<file path="src/rtl/uart_tx_frame_ctrl_if.sv">
// Transmit-side handshake and serial output of the UART framer.
// The source drives Start/Data/Parity_Odd and watches Busy/Done; So goes to the pin.
interface uart_tx_frame_ctrl_if #(
    parameter int DATA_W = 8
);
    logic              Start;
    logic [DATA_W-1:0] Data;
    logic              Parity_Odd;
    logic              So;
    logic              Busy;
    logic              Done;

    modport master (output Start, Data, Parity_Odd, input So, Busy, Done);
    modport slave  (input Start, Data, Parity_Odd, output So, Busy, Done);
endinterface

</file>
<file path="src/rtl/uart_tx_frame_ctrl.sv">
// UART transmit framer: start bit, DATA_W data bits LSB first, optional parity,
// STOP_BITS stop bits, each held for CLK_DIV clocks; Start/Busy/Done handshake.
module uart_tx_frame_ctrl #(
    parameter int DATA_W    = 8,
    parameter int CLK_DIV   = 16,
    parameter int PARITY_EN = 1,
    parameter int STOP_BITS = 1
) (
    input  logic                  Clk,
    input  logic                  Reset,
    uart_tx_frame_ctrl_if.slave   bus
);

    localparam int CNT_W = (CLK_DIV > 2) ? $clog2(CLK_DIV) : 1;
    localparam int IDX_W = $clog2(DATA_W + 1);

    localparam logic [CNT_W-1:0] CNT_RELOAD = CNT_W'(CLK_DIV - 1);
    localparam logic [IDX_W-1:0] DATA_LAST  = IDX_W'(DATA_W - 1);
    localparam logic [IDX_W-1:0] STOP_LAST  = IDX_W'(STOP_BITS - 1);

    typedef enum logic [2:0] {IDLE, START, DATA, PARITY, STOP} state_t;

    state_t              state_q, state_d;
    logic [CNT_W-1:0]    cnt_q, cnt_d;
    logic [IDX_W-1:0]    idx_q, idx_d;
    logic [DATA_W-1:0]   shreg_q, shreg_d;
    logic                par_q, par_d;
    logic                so_q, so_d;
    logic                busy_q, busy_d;
    logic                done_q, done_d;
    logic                bit_end;

    // NOTE: sequential state uses non-blocking assignments so every register
    // samples the pre-edge values computed by the combinational block.
    always_ff @(posedge Clk or negedge Reset) begin
        if (!Reset) begin
            state_q <= IDLE;
            cnt_q   <= '0;
            idx_q   <= '0;
            shreg_q <= '0;
            par_q   <= 1'b0;
            so_q    <= 1'b1;
            busy_q  <= 1'b0;
            done_q  <= 1'b0;
        end else begin
            state_q <= state_d;
            cnt_q   <= cnt_d;
            idx_q   <= idx_d;
            shreg_q <= shreg_d;
            par_q   <= par_d;
            so_q    <= so_d;
            busy_q  <= busy_d;
            done_q  <= done_d;
        end
    end

    // NOTE: every signal gets a default at the top so no path infers a latch.
    always_comb begin
        state_d = state_q;
        cnt_d   = cnt_q;
        idx_d   = idx_q;
        shreg_d = shreg_q;
        par_d   = par_q;
        done_d  = 1'b0;
        bit_end = (cnt_q == '0);

        unique case (state_q)
            IDLE: begin
                if (bus.Start) begin
                    shreg_d = bus.Data;
                    par_d   = (^bus.Data) ^ bus.Parity_Odd;
                    cnt_d   = CNT_RELOAD;
                    idx_d   = '0;
                    state_d = START;
                end
            end
            START: begin
                if (bit_end) begin
                    idx_d   = '0;
                    state_d = DATA;
                end
            end
            DATA: begin
                if (bit_end) begin
                    shreg_d = shreg_q >> 1;
                    if (idx_q == DATA_LAST) begin
                        idx_d   = '0;
                        state_d = (PARITY_EN != 0) ? PARITY : STOP;
                    end else begin
                        idx_d = idx_q + 1'b1;
                    end
                end
            end
            PARITY: begin
                if (bit_end) begin
                    idx_d   = '0;
                    state_d = STOP;
                end
            end
            STOP: begin
                if (bit_end) begin
                    if (idx_q == STOP_LAST) begin
                        idx_d   = '0;
                        state_d = IDLE;
                        done_d  = 1'b1;
                    end else begin
                        idx_d = idx_q + 1'b1;
                    end
                end
            end
            default: state_d = IDLE;
        endcase

        // Bit timer runs in every bit state and reloads at the end of each bit.
        if (state_q != IDLE) begin
            cnt_d = bit_end ? CNT_RELOAD : cnt_q - 1'b1;
        end

        // Outputs are decoded from the next state so they register in step with it.
        unique case (state_d)
            START:   so_d = 1'b0;
            DATA:    so_d = shreg_d[0];
            PARITY:  so_d = par_d;
            default: so_d = 1'b1;
        endcase
        busy_d = (state_d != IDLE);
    end

    assign bus.So   = so_q;
    assign bus.Busy = busy_q;
    assign bus.Done = done_q;

endmodule

</file>
<file path="src/flat_wrapper.sv">
// flat-port wrapper written by rule: the top's interface ports become plain ports
module uart_tx_frame_ctrl_flat 
#(
    parameter int DATA_W    = 8,
    parameter int CLK_DIV   = 16,
    parameter int PARITY_EN = 1,
    parameter int STOP_BITS = 1
)
  (Clk, Reset, bus_Start, bus_Data, bus_Parity_Odd, bus_So, bus_Busy, bus_Done);
  uart_tx_frame_ctrl_if #(.DATA_W(DATA_W)) bus_i ();
  input  logic Clk;
  input  logic Reset;
  input wire logic [$bits(bus_i.Start)-1:0] bus_Start;
  input wire logic [$bits(bus_i.Data)-1:0] bus_Data;
  input wire logic [$bits(bus_i.Parity_Odd)-1:0] bus_Parity_Odd;
  output wire logic [$bits(bus_i.So)-1:0] bus_So;
  output wire logic [$bits(bus_i.Busy)-1:0] bus_Busy;
  output wire logic [$bits(bus_i.Done)-1:0] bus_Done;
  assign bus_i.Start = bus_Start;
  assign bus_i.Data = bus_Data;
  assign bus_i.Parity_Odd = bus_Parity_Odd;
  assign bus_So = bus_i.So;
  assign bus_Busy = bus_i.Busy;
  assign bus_Done = bus_i.Done;
  uart_tx_frame_ctrl #(.DATA_W(DATA_W), .CLK_DIV(CLK_DIV), .PARITY_EN(PARITY_EN), .STOP_BITS(STOP_BITS)) u_core (.Clk(Clk), .Reset(Reset), .bus(bus_i));
endmodule
</file>
<file path="config.mk">
export PLATFORM = sky130hd
export DESIGN_NAME = uart_tx_frame_ctrl_flat
export DESIGN_NICKNAME = d
export VERILOG_FILES = /design/src/rtl/uart_tx_frame_ctrl_if.sv /design/src/rtl/uart_tx_frame_ctrl.sv /design/src/flat_wrapper.sv
export SDC_FILE = /design/constraint.sdc
export NUM_CORES = 1
export LEC_CHECK = 0
export CAP_MARGIN = 20
export CORE_ASPECT_RATIO = 1.1
export CORE_UTILIZATION = 54
export CTS_CLUSTER_SIZE = 20
export DETAILED_ROUTE_END_ITERATION = 7
export PLACE_DENSITY_LB_ADDON = 0.12
export SYNTH_ARGS = -nofsm -noshare
export SYNTH_HDL_FRONTEND = slang
export SYNTH_SLANG_ARGS = --single-unit
</file>
<file path="constraint.sdc">
create_clock -name Clk -period 2.8 [get_ports Clk]
set_clock_uncertainty 0.15 [all_clocks]
set_input_delay 0.28 -clock Clk [delete_from_list [all_inputs] [get_ports Clk]]
set_output_delay 0.28 -clock Clk [all_outputs]
set_load 0.02 [all_outputs]
</file>
==> results.cfg <==
[timing]
setup_ws_ns = 0.7013
relSlewSlack_pct = 68.28
hold_slack_ns = 0.1551
rsz0062_at_grt = false
finalHoldViolCount = 0
tightest_slew_ns = 0.4757
setup_viol = 0
fmax_mhz = 476.5
min_period_ns = 2.099
final.period_utilization_pct = 74.95
fin_setup_tns_ns = 0
slew_viol_final = 0

[drt]
vias = 980
routedWlPerCell_microns = 13.74
dr.first_iter.drc_count = 23
ant_nets = 0
wirelength_microns = 2405
via_per_inst = 5.600
drtPass1Iterations = 6
drc = 1

[logic_synthesis]
yosys.area_share.adder_pct = 2.924
synth-simple-area-share_pct = 23.68
synth_top_family_by_area = simple AND/OR/NAND/NOR gates
ys.flop_type = dfrtp_1
synth_top_area_share_pct = 42.88
synth_area_sq_mm = 0.001284
synth_xor_area_share_pct = 7.505
synth.avg_cell_area_sq_um = 9.951
synth_compound_area_share_pct = 16.86
ys_seq_area_share_pct = 44.93
synth_fp_nets = 144
ys_types = 40
muxShareOfSynthArea_pct = 0.8772
syn_inst = 129
synth_common_cells = dfrtp_1 (22), nand2_1 (21), xnor2_1 (8)
synth-seq-cells = 23
async_flop_share_pct = 100.0
yosysMostFrequentCell = dfrtp_1
yosysTopAreaCell = dfrtp_1
synth_area_leaders = dfrtp_1 (43%), nand2_1 (6.1%), xnor2_1 (5.5%), a22oi_1 (3.5%), ha_1 (2.9%)
synth-edff-count = 0
yosys_warnings = 0

[pwr]
p_comb_share_pct = 36.7
p_seq_share_pct = 49.9
p_leak_uw = 0.0006194
p_per_area_mw_per_mm2 = 793.9
p_sw_uw = 450.7
switching_share_pct = 38.36
p_int_uw = 724.3
p_clk_share_pct = 13.4
peakVddDrop_v = 0.0006068

[placement]
dpl_cell_area_sq_mm = 0.001454
place.port_buffers = 14
hpwl_microns = 1736
dp_slack_ns = 0.7081
gp_congestion = 0.8309

[clock_tree]
insertion_delay_ns = 0.31
cts-htree-levels = 1
post_cts_buffers = 0
ctsResizeCount = 0
clock-root-buffer = clkbuf_4
cts_hold_buffers = 0
cts_tree = yes
cts.sinks = 23
cts_buffers = 3
cts.path.max_buffers = 2
clkTransAtPathRegs_ns = 0.13

[critical_path]
path_buf_inv = 1
worstSetupEndpointType = register
path_class = reg2reg
critPathMaxFanout = 8
max_stage_delay_ns = 0.41
required_ns = 2.87
cpMaxStageDelayCell = dfrtp_1
cp_cell_sequence = inv_1, ha_1, nor3b_4, mux2_2, a22oi_2, nor3_1, a22o_1
cp.arrival_ns = 2.17
startpoint_type = register
cpLargestDelayFamily = compound AO/OA/AOI/OAI gates
r2r_slack_ns = 0.70

[cells_and_area]
drive_gt1_share_pct = 10.34
fin_area_sq_mm = 0.001480
finish.utilization_pct = 65.72
syn_to_final_growth_pct = 15.30
antenna_cells = 0
layout.nets = 161

[grt]
grt_max_degree = 24
grt_pass1_vias = 934
grt_use_total_pct = 20.10
grt_pass1_wl_microns = 3836
overflow = 0
antenna_found_initial = 0

[run_status]
status = complete, but fails checks
violations = DRC

[die]
initial_core_util_pct = 57.00
fp.dieH_microns = 53.14
ios = 15
die_area_sq_mm = 0.002577
rows = 18
design.core.area_sq_mm = 0.002252
dieWidth_microns = 48.49

[worst_hold_path]
hp-class = in2async

[run]
drv_cap = 0
[cell families after synthesis]
logic type                 Yosys count
muxes                                1
adders and majority gates            3
xor gates and xnor gates            11
AOI/OAI and AO/OA                   29
buffers and inverters                9
and+or+nand+nor                     53
DFF                                 23
[cell usage in the layout (no fill, tap or decap), drive strengths merged, types with 2 or more instances in the layout]
cell type,instances
nand2b,2
nand3b,3
o21ai,6
xnor2,8
buf,2
xor2,3
inv,5
clkbuf,4
ha,3
nor2,7
clkdlybuf4s50,14
a22oi,7
nor3,6
dfrtp,22
nand3,2
nand2,21
nor3b,3
a22o,2
a21oi,6
and2,2
[power groups by stage]
stage / Sequential [uW] / Clock (uW) / Combinational [uW]
final: 586 / 158 / 431
after global routing: 602 / 173 / 483
after CTS: 585 / 162 / 435
after detailed placement: 590 / 0 / 433
after global placement: 590 / 0 / 420
after floorplan: 549 / 0 / 352
[path summary, 6_finish.rpt]
check / startpoint / to / cells after the start
worst max-delay path: u_core.cnt_q[0]$_DFFE_PN0P_ / u_core.idx_q[3]$_DFFE_PN0P_ / 7
worst min-delay path: Reset / u_core.cnt_q[3]$_DFFE_PN0P_ / 2
worst max register to register: u_core.cnt_q[0]$_DFFE_PN0P_ / u_core.idx_q[3]$_DFFE_PN0P_ / 7
worst min register to register: u_core.shreg_q[0]$_DFF_PN0_ / u_core.shreg_q[0]$_DFF_PN0_ / 2
max in group asynchronous: Reset / u_core.bus.So$_DFF_PN1_ / 2
min in group Clk: u_core.shreg_q[0]$_DFF_PN0_ / u_core.shreg_q[0]$_DFF_PN0_ / 2
[cell type report]
| cell class | count | area (sq um) |
|---|---|---|
| Sequential cell | 23 | 576.8 |
| Clock buffer | 4 | 26.28 |
| Timing Repair Buffer | 16 | 155.1 |
| Multi-Input combinational cell | 97 | 665.6 |
| Tap cell | 30 | 37.54 |
| Inverter | 5 | 18.77 |
| Fill cell | 180 | 772.0 |
[registers in the layout, summed over array words and instances, names as in the netlist]
name / count
u_core.shreg_q: 8
u_core.cnt_q: 4
u_core.idx_q: 4
u_core.state_q: 3
u_core.bus.Busy: 1
u_core.bus.Done: 1
u_core.bus.So: 1
u_core.par_q: 1
[per-stage QoR]
step,power (uW),cells
2_1_floorplan,901.4,129
3_3_place_gp,1010,171
3_5_place_dp,1023,171
4_1_cts,1182,175
5_1_grt,1257,175
6_report,1175,175
[worst register-to-register path: stages, from the launching register on]
cell	delay, ns
dfrtp_1	0.41
inv_1	0.06
ha_1	0.23
nor3b_4	0.20
mux2_2	0.28
a22oi_2	0.35
nor3_1	0.09
a22o_1	0.23
[per-layer routing]
metal	global-route usage, %	wire length [microns]	vias up
met2	38.26	1213	22
li1	-	-	482
met5	0	0	-
met4	10.29	42	0
met1	22.10	1071	471
met3	2.874	77	5
Note: power is estimated with default switching activity, not from simulation.
